--- src/rtl/map_arb_pkg.sv ---
// Shared types and constants for the map BRAM read-port arbiter.
// Tags identify which requester owns a read that is in flight.
package map_arb_pkg;

    typedef logic [1:0] tag_t;

    localparam tag_t TAG_NONE = 2'd0;
    localparam tag_t TAG_VID  = 2'd1;
    localparam tag_t TAG_P1   = 2'd2;
    localparam tag_t TAG_P2   = 2'd3;

    localparam int unsigned DEF_ADDR_W = 17;
    localparam int unsigned DEF_DATA_W = 12;

    // First word of the map image inside the BRAM.
    localparam int unsigned MAP_BASE_ADDR = 90001;

endpackage

--- src/rtl/rd_tag_pipe.sv ---
// Tag shift register that tracks reads in flight through the BRAM.
// The last stage lines up with the cycle bram_dout carries that read.
module rd_tag_pipe
    import map_arb_pkg::*;
#(
    parameter int unsigned RD_LAT = 1
) (
    input  logic clk,
    input  logic rst,
    input  tag_t issue_tag,
    output tag_t ret_tag
);

    tag_t stage_q [RD_LAT];

    always_ff @(posedge clk or negedge rst) begin
        if (!rst) begin
            for (int unsigned i = 0; i < RD_LAT; i++) begin
                stage_q[i] <= TAG_NONE;
            end
        end else begin
            stage_q[0] <= issue_tag;
            for (int unsigned i = 1; i < RD_LAT; i++) begin
                stage_q[i] <= stage_q[i-1];
            end
        end
    end

    assign ret_tag = stage_q[RD_LAT-1];

endmodule

--- src/rtl/map_port_arbiter.sv ---
// Shares the map BRAM read port: video has absolute priority, the two physics
// probes fill free slots round-robin, and read data is steered back by tag.
module map_port_arbiter
    import map_arb_pkg::*;
#(
    parameter int unsigned ADDR_W       = DEF_ADDR_W,
    parameter int unsigned DATA_W       = DEF_DATA_W,
    parameter int unsigned RD_LAT       = 1,
    parameter int unsigned STARVE_LIMIT = 800
) (
    input  logic              clk,
    input  logic              rst,
    input  logic              vid_req,
    input  logic [ADDR_W-1:0] vid_addr,
    output logic              vid_rvalid,
    output logic [DATA_W-1:0] vid_data,
    input  logic              p1_req,
    input  logic [ADDR_W-1:0] p1_addr,
    output logic              p1_gnt,
    output logic              p1_rvalid,
    output logic [DATA_W-1:0] p1_rdata,
    input  logic              p2_req,
    input  logic [ADDR_W-1:0] p2_addr,
    output logic              p2_gnt,
    output logic              p2_rvalid,
    output logic [DATA_W-1:0] p2_rdata,
    output logic              bram_en,
    output logic [ADDR_W-1:0] bram_addr,
    input  logic [DATA_W-1:0] bram_dout,
    input  logic              starve_clr,
    output logic [1:0]        starve
);

    localparam int unsigned CNT_W = $clog2(STARVE_LIMIT + 1);
    localparam logic [CNT_W-1:0] CNT_MAX = CNT_W'(STARVE_LIMIT);

    logic vid_win, p1_win, p2_win;
    logic rr_q, rr_d;
    tag_t issue_tag, ret_tag;
    logic [DATA_W-1:0] p1_rdata_q, p2_rdata_q;
    logic [1:0] req_v, gnt_v, set_v;
    logic [1:0][CNT_W-1:0] wait_q, wait_d;
    logic [1:0] starve_q, starve_d;

    // rr_q = 0 favours P1, 1 favours P2; reset gates every grant.
    always_comb begin
        vid_win = rst & vid_req;
        p1_win  = rst & ~vid_req & p1_req & (~p2_req | ~rr_q);
        p2_win  = rst & ~vid_req & p2_req & (~p1_req | rr_q);
    end

    always_comb begin
        bram_en   = vid_win | p1_win | p2_win;
        bram_addr = '0;
        issue_tag = TAG_NONE;
        if (vid_win) begin
            bram_addr = vid_addr;
            issue_tag = TAG_VID;
        end else if (p1_win) begin
            bram_addr = p1_addr;
            issue_tag = TAG_P1;
        end else if (p2_win) begin
            bram_addr = p2_addr;
            issue_tag = TAG_P2;
        end
    end

    always_comb begin
        rr_d = rr_q;
        if (p1_win) begin
            rr_d = 1'b1;
        end else if (p2_win) begin
            rr_d = 1'b0;
        end
    end

    rd_tag_pipe #(
        .RD_LAT (RD_LAT)
    ) u_tag_pipe (
        .clk       (clk),
        .rst       (rst),
        .issue_tag (issue_tag),
        .ret_tag   (ret_tag)
    );

    assign p1_gnt     = p1_win;
    assign p2_gnt     = p2_win;
    assign vid_rvalid = (ret_tag == TAG_VID);
    assign vid_data   = bram_dout;
    assign p1_rvalid  = (ret_tag == TAG_P1);
    assign p2_rvalid  = (ret_tag == TAG_P2);
    // Probe data shows in its rvalid cycle, then the capture register holds it.
    assign p1_rdata   = p1_rvalid ? bram_dout : p1_rdata_q;
    assign p2_rdata   = p2_rvalid ? bram_dout : p2_rdata_q;

    assign req_v = {p2_req, p1_req};
    assign gnt_v = {p2_win, p1_win};

    always_comb begin
        for (int unsigned i = 0; i < 2; i++) begin
            wait_d[i] = '0;
            set_v[i]  = 1'b0;
            if (req_v[i] && !gnt_v[i]) begin
                wait_d[i] = (wait_q[i] == CNT_MAX) ? wait_q[i] : wait_q[i] + 1'b1;
                set_v[i]  = (wait_d[i] == CNT_MAX);
            end
        end
        // A new set outranks a simultaneous clear.
        starve_d = (starve_clr ? 2'b00 : starve_q) | set_v;
    end

    always_ff @(posedge clk or negedge rst) begin
        if (!rst) begin
            rr_q       <= 1'b0;
            p1_rdata_q <= '0;
            p2_rdata_q <= '0;
            wait_q     <= '0;
            starve_q   <= 2'b00;
        end else begin
            rr_q     <= rr_d;
            wait_q   <= wait_d;
            starve_q <= starve_d;
            if (p1_rvalid) begin
                p1_rdata_q <= bram_dout;
            end
            if (p2_rvalid) begin
                p2_rdata_q <= bram_dout;
            end
        end
    end

    assign starve = starve_q;

endmodule

--- config.mk ---
export PLATFORM = sky130hd
export DESIGN_NAME = map_port_arbiter
export DESIGN_NICKNAME = d
export VERILOG_FILES = /design/src/rtl/map_arb_pkg.sv /design/src/rtl/rd_tag_pipe.sv /design/src/rtl/map_port_arbiter.sv
export SDC_FILE = /design/constraint.sdc
export NUM_CORES = 1
export LEC_CHECK = 0
export BUFFER_PORTS_ARGS = -buffer_cell sky130_fd_sc_hd__buf_4
export CAP_MARGIN = 0
export CELL_PAD_IN_SITES_DETAIL_PLACEMENT = 1
export CELL_PAD_IN_SITES_GLOBAL_PLACEMENT = 2
export CORE_MARGIN = 5
export CORE_UTILIZATION = 24
export CTS_CLUSTER_SIZE = 12
export DETAILED_ROUTE_END_ITERATION = 12
export GPL_TIMING_DRIVEN = 0
export PLACE_DENSITY_LB_ADDON = 0.3
export SLEW_MARGIN = 20
export SYNTH_ARGS = -nofsm -noshare
export SYNTH_HDL_FRONTEND = slang
export SYNTH_SLANG_ARGS = --single-unit
--- constraint.sdc ---
create_clock -name clk -period 1.75 [get_ports clk]
set_input_delay 0.0875 -clock clk [delete_from_list [all_inputs] [get_ports clk]]
set_output_delay 0.0875 -clock clk [all_outputs]
set_load 0.01 [all_outputs]
Word-level counts from Yosys, hierarchy flattened --
Cells that the tools add are included.
Storage, ports and cells: register bits after elaboration 49, bits of input ports 69, logic and storage cells 53, output and inout bits 61
Cells by class: $add $sub $neg 2, eq/ne operators 7, bitwise logic cells 15, muxes and demuxes 17, reductions and logical operators 5
Operators by type and width (count):
- 2-to-1 mux 17 bit | 3
- equality test 10 bit (second input constant) | 4
- 2-to-1 mux 10 bit | 4
- 2-to-1 mux 12 bit | 2
- adder 10 x 1 -> 10 bit (second input constant) | 2
- 2-to-1 mux 2 bit | 4
- AND 1 bit | 6
- equality test 2 bit (second input constant) | 2
- 2-to-1 mux 1 bit | 4
- NOT 1 bit | 4
- bitwise OR 1 bit | 4
- equality test 2 x 1 -> 1 bit (second input constant) | 1
- logical AND 1 bit | 2
- logical NOT 1 bit | 2
- bitwise OR 2 bit | 1
- nonzero test 2 bit | 1

Logic depth before layout (Yosys ltp) --
Gate-level depths: netlist of run 1.
depth after elaboration 8, gate-level depth with buffers 7, mapped depth without buffers 7

Modules after synthesis --
A second synthesis of run 1 with hierarchy kept.
Second synthesis, totals: cells, all modules 275, area total of the unflattened synthesis 2783.9 um^2
Modules (own cells, without submodules):
- map_port_arbiter | times used 1, sequential area each 1176.1 um^2, cells an instance 273, area each 2733.9 um^2
- rd_tag_pipe | times used 1, sequential area each 50.0 um^2, cells an instance 2, area each 50.0 um^2

Worst setup path after synthesis of run 1 --
OpenSTA, ideal clock, no wires.
path type register to register, start register wait_q[10] (netlist bit), end register starve_q[1] (netlist: starve[1]), setup time 0.092 ns, setup slack -0.021 ns, data arrival time 1.679 ns, path buffers 0, data required time 1.658 ns, cell stages (with the launch flop) 7, clock period less this slack 1.771 ns, path through dfrtp_1 -> inv_1 -> ha_1 -> or4b_1 -> o41ai_1 -> nand4bb_1 -> o31ai_2
On the way: cells in the longest elaborated chain, start to end 5, elaborated cells between the ends (all ways) 6, classes of those cells add/sub (1); eq/ne (2); mux (2); bitwise (1)
RTL lines:
- start: declaration | RTL line map_port_arbiter.sv:42 | logic [1:0][CNT_W-1:0] wait_q, wait_d;
- start signal: assignment | RTL line map_port_arbiter.sv:121 | wait_q <= wait_d;
- adder 10 x 1 -> 10 bit / equality test 10 bit (equally long branches) | RTL line map_port_arbiter.sv:104 | wait_d[i] = (wait_q[i] == CNT_MAX) ? wait_q[i] : wait_q[i] + 1'b1;
- 2-to-1 mux 10 bit (*) | RTL line map_port_arbiter.sv:104
- equality test 10 bit (*) | RTL line map_port_arbiter.sv:105 | set_v[i] = (wait_d[i] == CNT_MAX);
- 2-to-1 mux 1 bit (*) | RTL line map_port_arbiter.sv:103 | if (req_v[i] && !gnt_v[i]) begin
- bitwise OR 2 bit (*) | RTL line map_port_arbiter.sv:109 | starve_d = (starve_clr ? 2'b00 : starve_q) | set_v;
- via starve_d[1] | RTL line map_port_arbiter.sv:43 | logic [1:0] starve_q, starve_d;
- end signal: assignment | RTL line map_port_arbiter.sv:122 | starve_q <= starve_d;
- end: declaration | RTL line map_port_arbiter.sv:43
Mark *: on every way through the listed nets, which the timed path passes. The rest lies on a longest branch. A chain may end at the register's enable or synchronous reset.

Final worst setup path of run 1 --
start register rr_q, end output bram_addr[3]
On the way: cells in the longest elaborated chain, start to end 5, elaborated cells between the ends (all ways) 8, classes of those cells mux (3); bitwise (5)
RTL lines:
- start: declaration | RTL line map_port_arbiter.sv:38 | logic rr_q, rr_d;
- start signal: assignment | RTL line map_port_arbiter.sv:120 | rr_q <= rr_d;
- bitwise OR 1 bit / NOT 1 bit (equally long branches) | RTL line map_port_arbiter.sv:49, map_port_arbiter.sv:48
- AND 1 bit / bitwise OR 1 bit (equally long branches) | RTL line map_port_arbiter.sv:49, map_port_arbiter.sv:48
- 2-to-1 mux 17 bit / AND 1 bit (equally long branches) | RTL line map_port_arbiter.sv:62, map_port_arbiter.sv:48
- 2-to-1 mux 17 bit (*) | RTL line map_port_arbiter.sv:59 | end else if (p1_win) begin
- 2-to-1 mux 17 bit (*) | RTL line map_port_arbiter.sv:56 | if (vid_win) begin
- end: declaration | RTL line map_port_arbiter.sv:28 | output logic [ADDR_W-1:0] bram_addr,
Mark *: on every way between the ends. The rest lies on a longest branch, timed or not.

==> results of run 1 <==
## cell families (layout without fill, tap and decap cells)
group | Yosys count | count (layout) | share of synthesized area, %
compound gates | 42 | 42 | 12.3
simple gates | 86 | 86 | 17.4
mux | 25 | 25 | 10.2
flops | 49 | 49 | 44.7
xor+xnor | 16 | 16 | 5.10
buf+inv | 50 | 202 | 8.52
fa+ha+maj | 4 | 4 | 1.82
## routing by layer
layer,share of wire [%],wire (um)
met1,41,3700
met4,1.3,121
met5,0,0
met3,11,1030
met2,46,4120
## Yosys cell counts, types with 2 or more instances
cell	count
nor2b_1	4
dfrtp_1	49
inv_1	27
ha_1	4
nand2_1	16
a222oi_1	17
clkbuf_1	9
o32a_1	2
xor2_1	4
nor4_1	4
nor3_1	2
and2_1	2
mux2_2	24
a21oi_1	8
xnor2_1	12
and4b_1	2
nand3_1	6
nand3b_1	2
or2_2	2
buf_4	12
a31oi_1	2
o21ai_0	5
nand2b_1	4
a21boi_0	2
nor2_1	25
and3_1	6
## state kept, by name (all words and copies together), names as in the netlist
signal,count
wait_q,20
u_tag_pipe.ret_tag,2
rr_q,1
p1_rdata_q,12
starve,2
p2_rdata_q,12
## repair_timing
action                                  CTS  global route
gates resized for setup                  43            27
setup buffers                             7             7
hold buffers                              2             0
pin swaps                                19             8
hold endpoints to repair                 49             0
endpoints found under the setup margin   51            38
gates cloned                              1             0
## stage by stage
stage,util [%],std cells
5_1_grt,39.1,567
3_5_place_dp,34.4,544
4_1_cts,37.8,560
2_1_floorplan,-,272
6_report,39.1,567
3_3_place_gp,34.4,544
## layout by cell type, fill, tap and decap left out, types with 2 or more instances in the layout
master	netlist	routed
inv_2	0	2
a21boi_0	2	2
a31oi_1	2	2
clkbuf_16	0	5
dfrtp_2	0	6
nor2_1	25	25
nand2b_1	4	3
clkbuf_1	9	2
o32a_1	2	2
nand2_1	16	14
dfrtp_1	49	43
a222oi_1	17	17
buf_4	12	143
clkinvlp_4	0	2
mux2_2	24	24
xnor2_1	12	12
o21ai_0	5	5
ha_2	0	2
nor4_1	4	2
and3_1	6	5
clkbuf_8	0	2
and4b_1	2	2
buf_8	0	2
or2_2	2	2
ha_4	0	2
nor2b_1	4	2
buf_6	0	14
nand3b_1	2	2
a21oi_1	8	8
and2_1	2	2
xor2_1	4	4
nand3_1	6	6
inv_1	27	24
## layout make-up
class	instances	area [sq um]
flip-flops and latches	49	1230
clock inverters	2	15.0
inverters	27	104
clock buffers	6	129
multi-input cells	173	1420
repair buffers	146	1170
plain buffers	21	176
fillers	1302	6900
well taps	143	179
## worst min path at each step
stage               endpoint    from  slack, ps  cells after the start
3_3_place_gp   p2_rdata_q[0]     rst        170                      1
3_5_place_dp   p2_rdata_q[0]     rst        170                      1
2_1_floorplan  p1_rdata_q[0]     rst       -210                      0
6_report                rr_q  p2_req         20                      2
4_1_cts                 rr_q  p2_req         20                      2
5_1_grt                 rr_q  p2_req         40                      2
## power by group through the flow
stage	logic, mW	registers, mW	clock network [mW]
2_1_floorplan	0.502	1.39	0
3_3_place_gp	1.09	1.40	0
3_5_place_dp	1.11	1.42	0
4_1_cts	1.21	1.39	0.997
5_1_grt	1.34	1.41	1.04
6_report	1.22	1.39	0.946
==> results by group, run 1 <==
Status
  • Outcome: complete, but fails checks
  • Failing checks: setup timing

Yosys
  • Yosys reg bits: 49
  • Avg Cell Area, Syn: 10.1 sq um
  • Share of the synthesized area in the top cell type: 44.7%
  • Synth unique cells: 46
  • Ys async rst share: 100%
  • Largest cells by area after synthesis: dfrtp_1 45%, mux2_2 9.8%, a222oi_1 6.2%
  • Top_reg_cell synth: dfrtp_1
  • Post-synth EDFFs: 0
  • Post-Syn Area: around 2700 sq um
  • Sequential fraction of the synthesis area: between 40% and 50%
  • Synth Net Count: between 300 and 400
  • Largest area contributor in the netlist: dfrtp_1
  • Yosys warns: 0
  • Synth Instances: 272

Detailed routing
  • Vias: 2,676
  • Vias per std cell: 4.72
  • DRT iter0 DRCs: 115
  • # DRC: 0
  • Post-Route WL: approximately 9 mm
  • Drt wl/cell: between 15 and 20 um
  • Routed Antenna Nets: 0
  • First-pass DRT Iterations: 4

Placement
  • Placed cell areas: 3890 sq um
  • I/O Buffers: about 130
  • Final Wtd Congestion: ~0.8
  • Detailed Place HPWL: 6.73 mm
  • Setup WS pre-CTS: -501 ps

Critical path
  • Worst path depth: 6
  • Crit path largest cell delay: between 400 and 500 ps
  • Top delay family on crit path: flip-flops
  • Slowest cell on crit path: dfrtp_1
  • R2r worst-path depth: 6
  • Reg-to-reg startpoint: wait_q[10]
  • Critical Path Fanout Max: 5
  • Crit path required time: between 1500 and 2000 ps
  • Crit path to: bram_addr[3]
  • Setup crit start kind: register
  • Worst Path Buf+Inv: 3
  • Crit-path cells: nand2b_4 -> and3_4 -> buf_8 -> a222oi_1 -> inv_1 -> buf_6
  • CP endpoint kind: output pin
  • Worst R2R Setup Slack: 10 ps
  • Crit Reg-Reg Endpoint: starve[1]
  • Arrival time at the worst endpoint: 1760 ps
  • Worst setup path category: reg -> out
  • Crit path from: rr_q

Global route
  • Vias in the first global route: about 2,900
  • Grt met3 use: 4.32%
  • Global-route wire length before repair: 14.1 mm
  • Largest net degree at the start of global routing: 50
  • Met2 Use GR: 21.9%
  • Initial antenna violation count: 1
  • Gr usage total: 12.9%
  • GR peak layer: met2
  • GR Overflow Total: 0
  • GR Util met1: 15.6%

Floorplan
  • Top-level port count: between 100 and 150
  • Standard-cell row count: 39
  • Die area: 13,700 sq um
  • Core ar.: roughly 11,000 sq um
  • Die width: 117 um
  • Die height: ~120 um
  • Initial core utilization: 24.2%

Clock network
  • Clk sink count: 49
  • Num CTS Buffers: 5
  • H-tree depth: 2
  • Root buf cell: clkbuf_16
  • Max Root-Sink Buffers: 2
  • Clock Latency Late Sink: 280 ps
  • CTS tree: yes
  • Clk slew on worst S/H paths: roughly 70 ps

STA
  • Final period utilization: 105%
  • Fmax: 0.542 GHz
  • Final worst slack: -93.4 ps
  • Fin Setup TNS: -920 ps
  • Worst clock skew: 2.91 ps
  • Min cycle time layout: 1840 ps
  • Worst slew margin: slightly above 70%
  • Setup violations, final: 17
  • Final Slew Violations: 0
  • RSZ-0062 raised after global routing: true
  • Worst-margin pin slew: ~430 ps
  • Final Hold Viols: 0
  • Worst hold slack: 22.0 ps

Power and ir drop
  • Reg power frac: 39.1%
  • Gate power share: 34.3%
  • Pwr dens: 805 nW/um^2
  • P_leak: 2.12 nW
  • Switching power: 1.01 mW
  • VDD IR-drop max: slightly below 400 uV
  • Pint: 2.55 mW
  • Clock group share of total power: 26.6%
  • Sw frac: around 28%
  • Total design power: 3.56 mW

Layout
  • P&R area growth vs syn: 61.2%
  • Post-route cell area: 4420 sq um
  • Final #Nets: 496
  • Share of cells above drive strength 1: 54.0%
  • Antenna diodes: 0

Hold path
  • Hold crit path type: in -> reg

Flow run
  • Maxcap violations: 0
Power figures use the tool's default switching activity.
==> inputs of run 2 (changes only) <==
- SYNTH_HIERARCHICAL: default -> 1
==> results by group, run 2 <==
Yosys
  • Yosys reg bits: 49
  • Ys async rst share: 100%
  • Yosys warns: 6
  • Largest cells by area after synthesis: dfrtp_1 44%, mux2_2 9.7%, a222oi_1 5.8%
  • Post-synth EDFFs: 0
  • Most common cell in the netlist: dfrtp_1
  • Avg Cell Area, Syn: about 10 sq um
  • Synth Instances: 275
  • Post-Syn Area: 2780 sq um
  • Sequential fraction of the synthesis area: between 40% and 50%
  • Synth Net Count: ~350
  • Largest area contributor in the netlist: dfrtp_1
  • Top cells by count, synth: 49 x dfrtp_1, 28 x nor2_1, 24 x inv_1, 24 x mux2_2, 19 x nand2_1
  • Synth unique cells: 46
  • Share of the synthesized area in the top cell type: 44.0%
  • Top_reg_cell synth: dfrtp_1

Floorplan
  • Standard-cell row count: 39
  • Core ar.: 11,400 sq um
  • Initial core utilization: 24.4%
  • Top-level port count: 130
  • Die area: 13,900 sq um
  • Die height: 118 um
  • Die width: 118 um

Global route
  • Initial antenna violation count: 1
  • GR Overflow Total: 0
  • Vias in the first global route: 2,970
  • Grt met3 use: 5.29%
  • GR Util met1: roughly 16%
  • Largest net degree at the start of global routing: 50
  • GR peak layer: met2
  • Global-route wire length before repair: 15.0 mm
  • Met2 Use GR: 21.6%
  • Gr usage total: 13.1%

Placement
  • Detailed Place HPWL: 6.68 mm
  • Setup WS pre-CTS: -512 ps
  • Final Wtd Congestion: 0.777
  • I/O Buffers: 129

Layout
  • Max reg flops: 20
  • Largest register by flop count: wait_q
  • Final #Nets: roughly 500
  • Most frequent cells in the layout: 140 x buf_4, 40 x dfrtp_1, 28 x nor2_1, 24 x mux2_2, 23 x inv_1
  • Largest regs: wait_q x20, p1_rdata_q x12, p2_rdata_q x12
  • P&R area growth vs syn: 62.8%
  • Share of cells above drive strength 1: between 50% and 60%
  • Fillcell total: 1,303
  • Antenna diodes: 0
  • Commonest non-fill, non-tap cell in the layout: buf_4

Clock network
  • CTS tree: yes
  • Root buf cell: clkbuf_16
  • Num CTS Buffers: 5
  • Clk sink count: 49
  • Max Root-Sink Buffers: 2
  • Clk slew on worst S/H paths: 70 ps
  • H-tree depth: 2
  • Clock Latency Late Sink: 290 ps

Critical path
  • Crit path from: wait_q[10]
  • CP endpoint kind: register
  • Worst setup path category: reg -> reg
  • Crit path to: starve[1]
  • Worst R2R Setup Slack: -180 ps
  • Setup crit start kind: register
  • Reg-to-reg startpoint: wait_q[10]
  • Critical Path Fanout Max: 4
  • R2r worst-path depth: 7
  • Crit path required time: 1980 ps
  • Arrival time at the worst endpoint: 2160 ps
  • Crit Reg-Reg Endpoint: starve[1]

STA
  • RSZ-0062 raised after global routing: true
  • Worst slew margin: 68.6%
  • Final period utilization: 110%
  • Final worst slack: -181 ps
  • Final Hold Viols: 0
  • Final Slew Violations: 0
  • Worst clock skew: 7.96 ps
  • Setup violations, final: 17
  • Fin Setup TNS: -962 ps
  • Min cycle time layout: 1930 ps
  • Fmax: 0.518 GHz
  • Worst-margin pin slew: about 470 ps

Power and ir drop
  • Pwr dens: 853 nW/um^2
  • VDD IR-drop max: 403 uV
  • P_leak: 2.16 nW

Detailed routing
  • Vias: 2,670
  • Vias per std cell: 4.66
  • # DRC: 0
  • Post-Route WL: 9.10 mm
  • Routed Antenna Nets: 0
  • First-pass DRT Iterations: 8
  • DRT iter0 DRCs: ~120
  • Drt wl/cell: 15.9 um

Hold path
  • Hold Path Origin: p2_req
  • Hold crit path type: in -> reg

Status
  • Failing checks: setup timing
  • Outcome: complete, but fails checks

Flow run
  • Maxcap violations: 0
[run 2: report_power, final]
part	internal (mW)	total [mW]	leakage [nW]	switching, mW
sequential	1.33	1.39	0.609	0.0652
clock	0.824	1.27	0.0944	0.444
combinational	0.683	1.21	1.46	0.525
total	2.83	3.87	2.16	1.03
[run 2: worst min path at each step]
stage,end,cells after the start
6_report,rr_q,2
5_1_grt,rr_q,2
4_1_cts,rr_q,2
3_5_place_dp,p2_rdata_q[1],1
3_3_place_gp,p2_rdata_q[1],1
2_1_floorplan,p1_rdata_q[0],0
[run 2: per-stage QoR]
stage	total power, mW	hold WS (ps)	instances	instance area [sq um]	util, %
2_1_floorplan	1.89	-208	275	2780	-
6_report	3.87	22.6	573	4530	39.7
5_1_grt	4.09	24.2	573	4530	39.7
3_5_place_dp	2.52	174	547	3930	34.4
3_3_place_gp	2.49	175	547	3930	34.4
4_1_cts	3.91	10.0	570	4460	39.1
[run 2: cell families (layout without fill, tap and decap cells)]
logic type,count (synthesis),after routing,synth area share (%)
AO/OA/AOI/OAI,38,38,11.4
buffers and inverters,49,204,8.94
flip-flops,49,49,44.0
AND/OR/NAND/NOR,91,91,17.5
XOR/XNOR,17,17,5.35
adder cells (fa/ha/maj),4,4,1.80
multiplexers,27,27,11.0
[run 2: area by class of cell]
cell class	instances	area (sq um)	share of cell area (%)
Multi-Input combinational cell	177	1400	30.8
Sequential cell	49	1240	27.3
Timing Repair Buffer	148	1220	26.9
Buffer	24	214	4.72
Tap cell	143	179	3.95
Clock buffer	5	125	2.76
Inverter	24	90.1	1.99
Clock inverter	3	68.8	1.52
[run 2: critical path, stage by stage, from the launching register on]
cell and delay [ps]:
dfrtp_2 440, inv_2 70, ha_1 130, and4b_1 240
nand3_2 100, or3_4 370, a2111oi_4 310, a32o_1 200
[run 2: routing by layer]
layer  wire [um]  vias to the layer above
met5           0                        -
met4         112                        0
met3         973                        6
met2        4120                      134
met1        3890                     1264
li1            -                     1266
[run 2: timing repair]
action / 4_1_cts / 5_1_grt
hold buffers: 2 / 0
setup endpoints to repair: 55 / 38
setup buffers: 11 / 4
cloned: 2 / 0
endpoints found under the hold margin: 49 / 0
pin swaps: 23 / 7
resized for setup: 52 / 19
==> inputs of run 3 (changes only) <==
- CORE_UTILIZATION: 24 -> 27
- GPL_ROUTABILITY_DRIVEN: default -> 0
- clock period: 1.75 -> 2.07 ns (I/O delays scaled with it)
==> results by group, run 3 (same netlist as run 2, synthesis figures left out) <==
Layout
  • Largest register by flop count: wait_q
  • Multi-input logic area: approximately 1300 sq um
  • Fillcell total: roughly 1,200
  • Reg area: 1230 sq um
  • P&R area growth vs syn: 49.5%
  • Final #Nets: ~490
  • Most frequent cells in the layout: 144 x buf_4, 47 x dfrtp_1, 28 x nor2_1, 24 x inv_1, 24 x mux2_2
  • Share of cells above drive strength 1: 48.1%
  • Commonest non-fill, non-tap cell in the layout: buf_4
  • Largest regs: wait_q x20, p1_rdata_q x12, p2_rdata_q x12
  • Finished Layout Cells: approximately 550
  • Antenna diodes: 0
  • Max reg flops: 20

Critical path
  • Top delay family on crit path: simple AND/OR/NAND/NOR gates
  • Crit path required time: 2310 ps
  • CP endpoint kind: register
  • Crit-path cells: inv_1 -> ha_1 -> and4b_1 -> nand3_1 -> or3_4 -> a2111oi_4 -> a32o_1
  • Critical Path Fanout Max: 5
  • Worst Path Buf+Inv: 1
  • Arrival time at the worst endpoint: between 2000 and 2500 ps
  • Crit path largest cell delay: between 400 and 500 ps
  • Worst setup path category: reg -> reg
  • Setup crit start kind: register
  • Slowest cell on crit path: dfrtp_2

Power and ir drop
  • Gate power share: 32.2%
  • Sw frac: approximately 28%
  • Pint: 2.11 mW
  • P_leak: 2.03 nW
  • Pwr dens: ~700 nW/um^2
  • Clock group share of total power: between 20% and 30%
  • VDD IR-drop max: between 200 and 300 uV
  • Switching power: between 0.8 and 0.9 mW
  • Reg power frac: ~40%

Detailed routing
  • # DRC: 0
  • Vias per std cell: 4.73
  • DRT iter0 DRCs: 107
  • Drt wl/cell: 15.3 um
  • Post-Route WL: 8.44 mm
  • First-pass DRT Iterations: 5
  • Vias: 2,613
  • Routed Antenna Nets: 0

Placement
  • Placed Cells incl. Taps: 540
  • I/O Buffers: ~130
  • Detailed Place HPWL: ~6.6 mm

Status
  • Outcome: finished clean

STA
  • Final Hold Viols: 0
  • Worst-margin pin slew: 622 ps
  • Min cycle time layout: between 1500 and 2000 ps
  • Fmax: 0.502 GHz
  • Final period utilization: between 90% and 100%
  • Setup violations, final: 0
  • Final Slew Violations: 0
  • Worst hold slack: 66.2 ps
  • RSZ-0062 raised after global routing: true
  • Worst clock skew: 8.53 ps
  • Worst slew margin: around 58%
  • Fin Setup TNS: 0 ps

Global route
  • Largest net degree at the start of global routing: 50
  • Initial antenna violation count: 0
  • Global-route wire length before repair: 13.9 mm
  • GR Overflow Total: 0
  • Vias in the first global route: 2,780
  • Gr usage total: between 10% and 20%

Floorplan
  • Die width: 112 um
  • Core ar.: 10,200 sq um
  • Initial core utilization: 27.3%
  • Standard-cell row count: 37
  • Die area: 12,400 sq um
  • Die height: 112 um
  • Top-level port count: 130

Clock network
  • Max Root-Sink Buffers: 2
  • Clk sink count: between 40 and 50
  • Clk slew on worst S/H paths: roughly 90 ps
  • Num CTS Buffers: 5
  • Clock Latency Late Sink: 300 ps
  • CTS tree: yes
  • Root buf cell: clkbuf_8
  • H-tree depth: 2

Flow run
  • Maxcap violations: 0

Hold path
  • Hold crit path type: in -> reg
==> run 3: changes by cell type in the layout (fill, tap and decap cells not counted), moves of 4 or more <==
cell,previous run,this run
dfrtp_2,9,2
buf_6,20,2
clkbuf_8,1,5
dfrtp_1,40,47
buf_8,5,1
buf_4,140,144
clkbuf_16,5,0
==> run 3: timing repair <==
item,4_1_cts,5_1_grt
setup buffers,0,2
cloned,0,0
hold endpoints to repair,50,0
gates resized for setup,7,16
hold buffers,3,0
endpoints found under the setup margin,37,23
pin swaps,1,3
==> run 3: stage by stage <==
step           worst slack [ps]  power [mW]  instance area (sq um)  utilization, %
3_3_place_gp               -227        2.10                   3920            38.5
6_report                   77.7        2.92                   4160            40.9
5_1_grt                   -27.9        3.10                   4160            40.9
2_1_floorplan               252        1.60                   2780               -
4_1_cts                  0.0522        2.97                   4120            40.4
3_5_place_dp               -264        2.13                   3920            38.5
==> run 3: worst reg2reg max path, delay by kind of cell (launching register included) <==
kind / cells / cell delay, ps
adder cells (fa/ha/maj): 1 / 140
flip-flops: 1 / 450
AO/OA/AOI/OAI: 2 / 510
AND/OR/NAND/NOR: 3 / 720
buffers and inverters: 1 / 100
==> run 3: power by group through the flow <==
stage	clock network [mW]	registers (mW)	logic, mW
finish	0.810	1.17	0.939
global route	0.889	1.19	1.03
global placement	0	1.18	0.918
detailed placement	0	1.19	0.939
CTS	0.845	1.17	0.953
floorplan	0	1.17	0.423
==> run 3: layer usage <==
metal	wire length, um	track usage [%]	vias to the layer above
li1	-	-	1231
met1	3750	17.1	1238
met2	3810	22.1	138
met3	795	5.11	6
met4	82	3.16	0
met5	0	0	-
==> run 3: worst paths after layout <==
check                                 to  slack [ps]  depth (start not counted)          start
max                            starve[1]          80                          7     wait_q[10]
min                        p1_rdata_q[3]          70                          2   bram_dout[3]
max reg2reg                    starve[1]          80                          7     wait_q[10]
min reg2reg                p1_rdata_q[3]         510                          1  p1_rdata_q[3]
max in group asynchronous     wait_q[11]        1380                          3            rst
min in group asynchronous      wait_q[7]         470                          3            rst
==> run 3: final cells by class <==
class                   instances  area share, %
multi-input cells             177           32.1
flip-flops and latches         49           29.5
inverters                      24           2.16
well taps                     136           4.09
clock inverters                 3           1.56
repair buffers                134           25.0
plain buffers                  24           4.00
clock buffers                   5           1.65
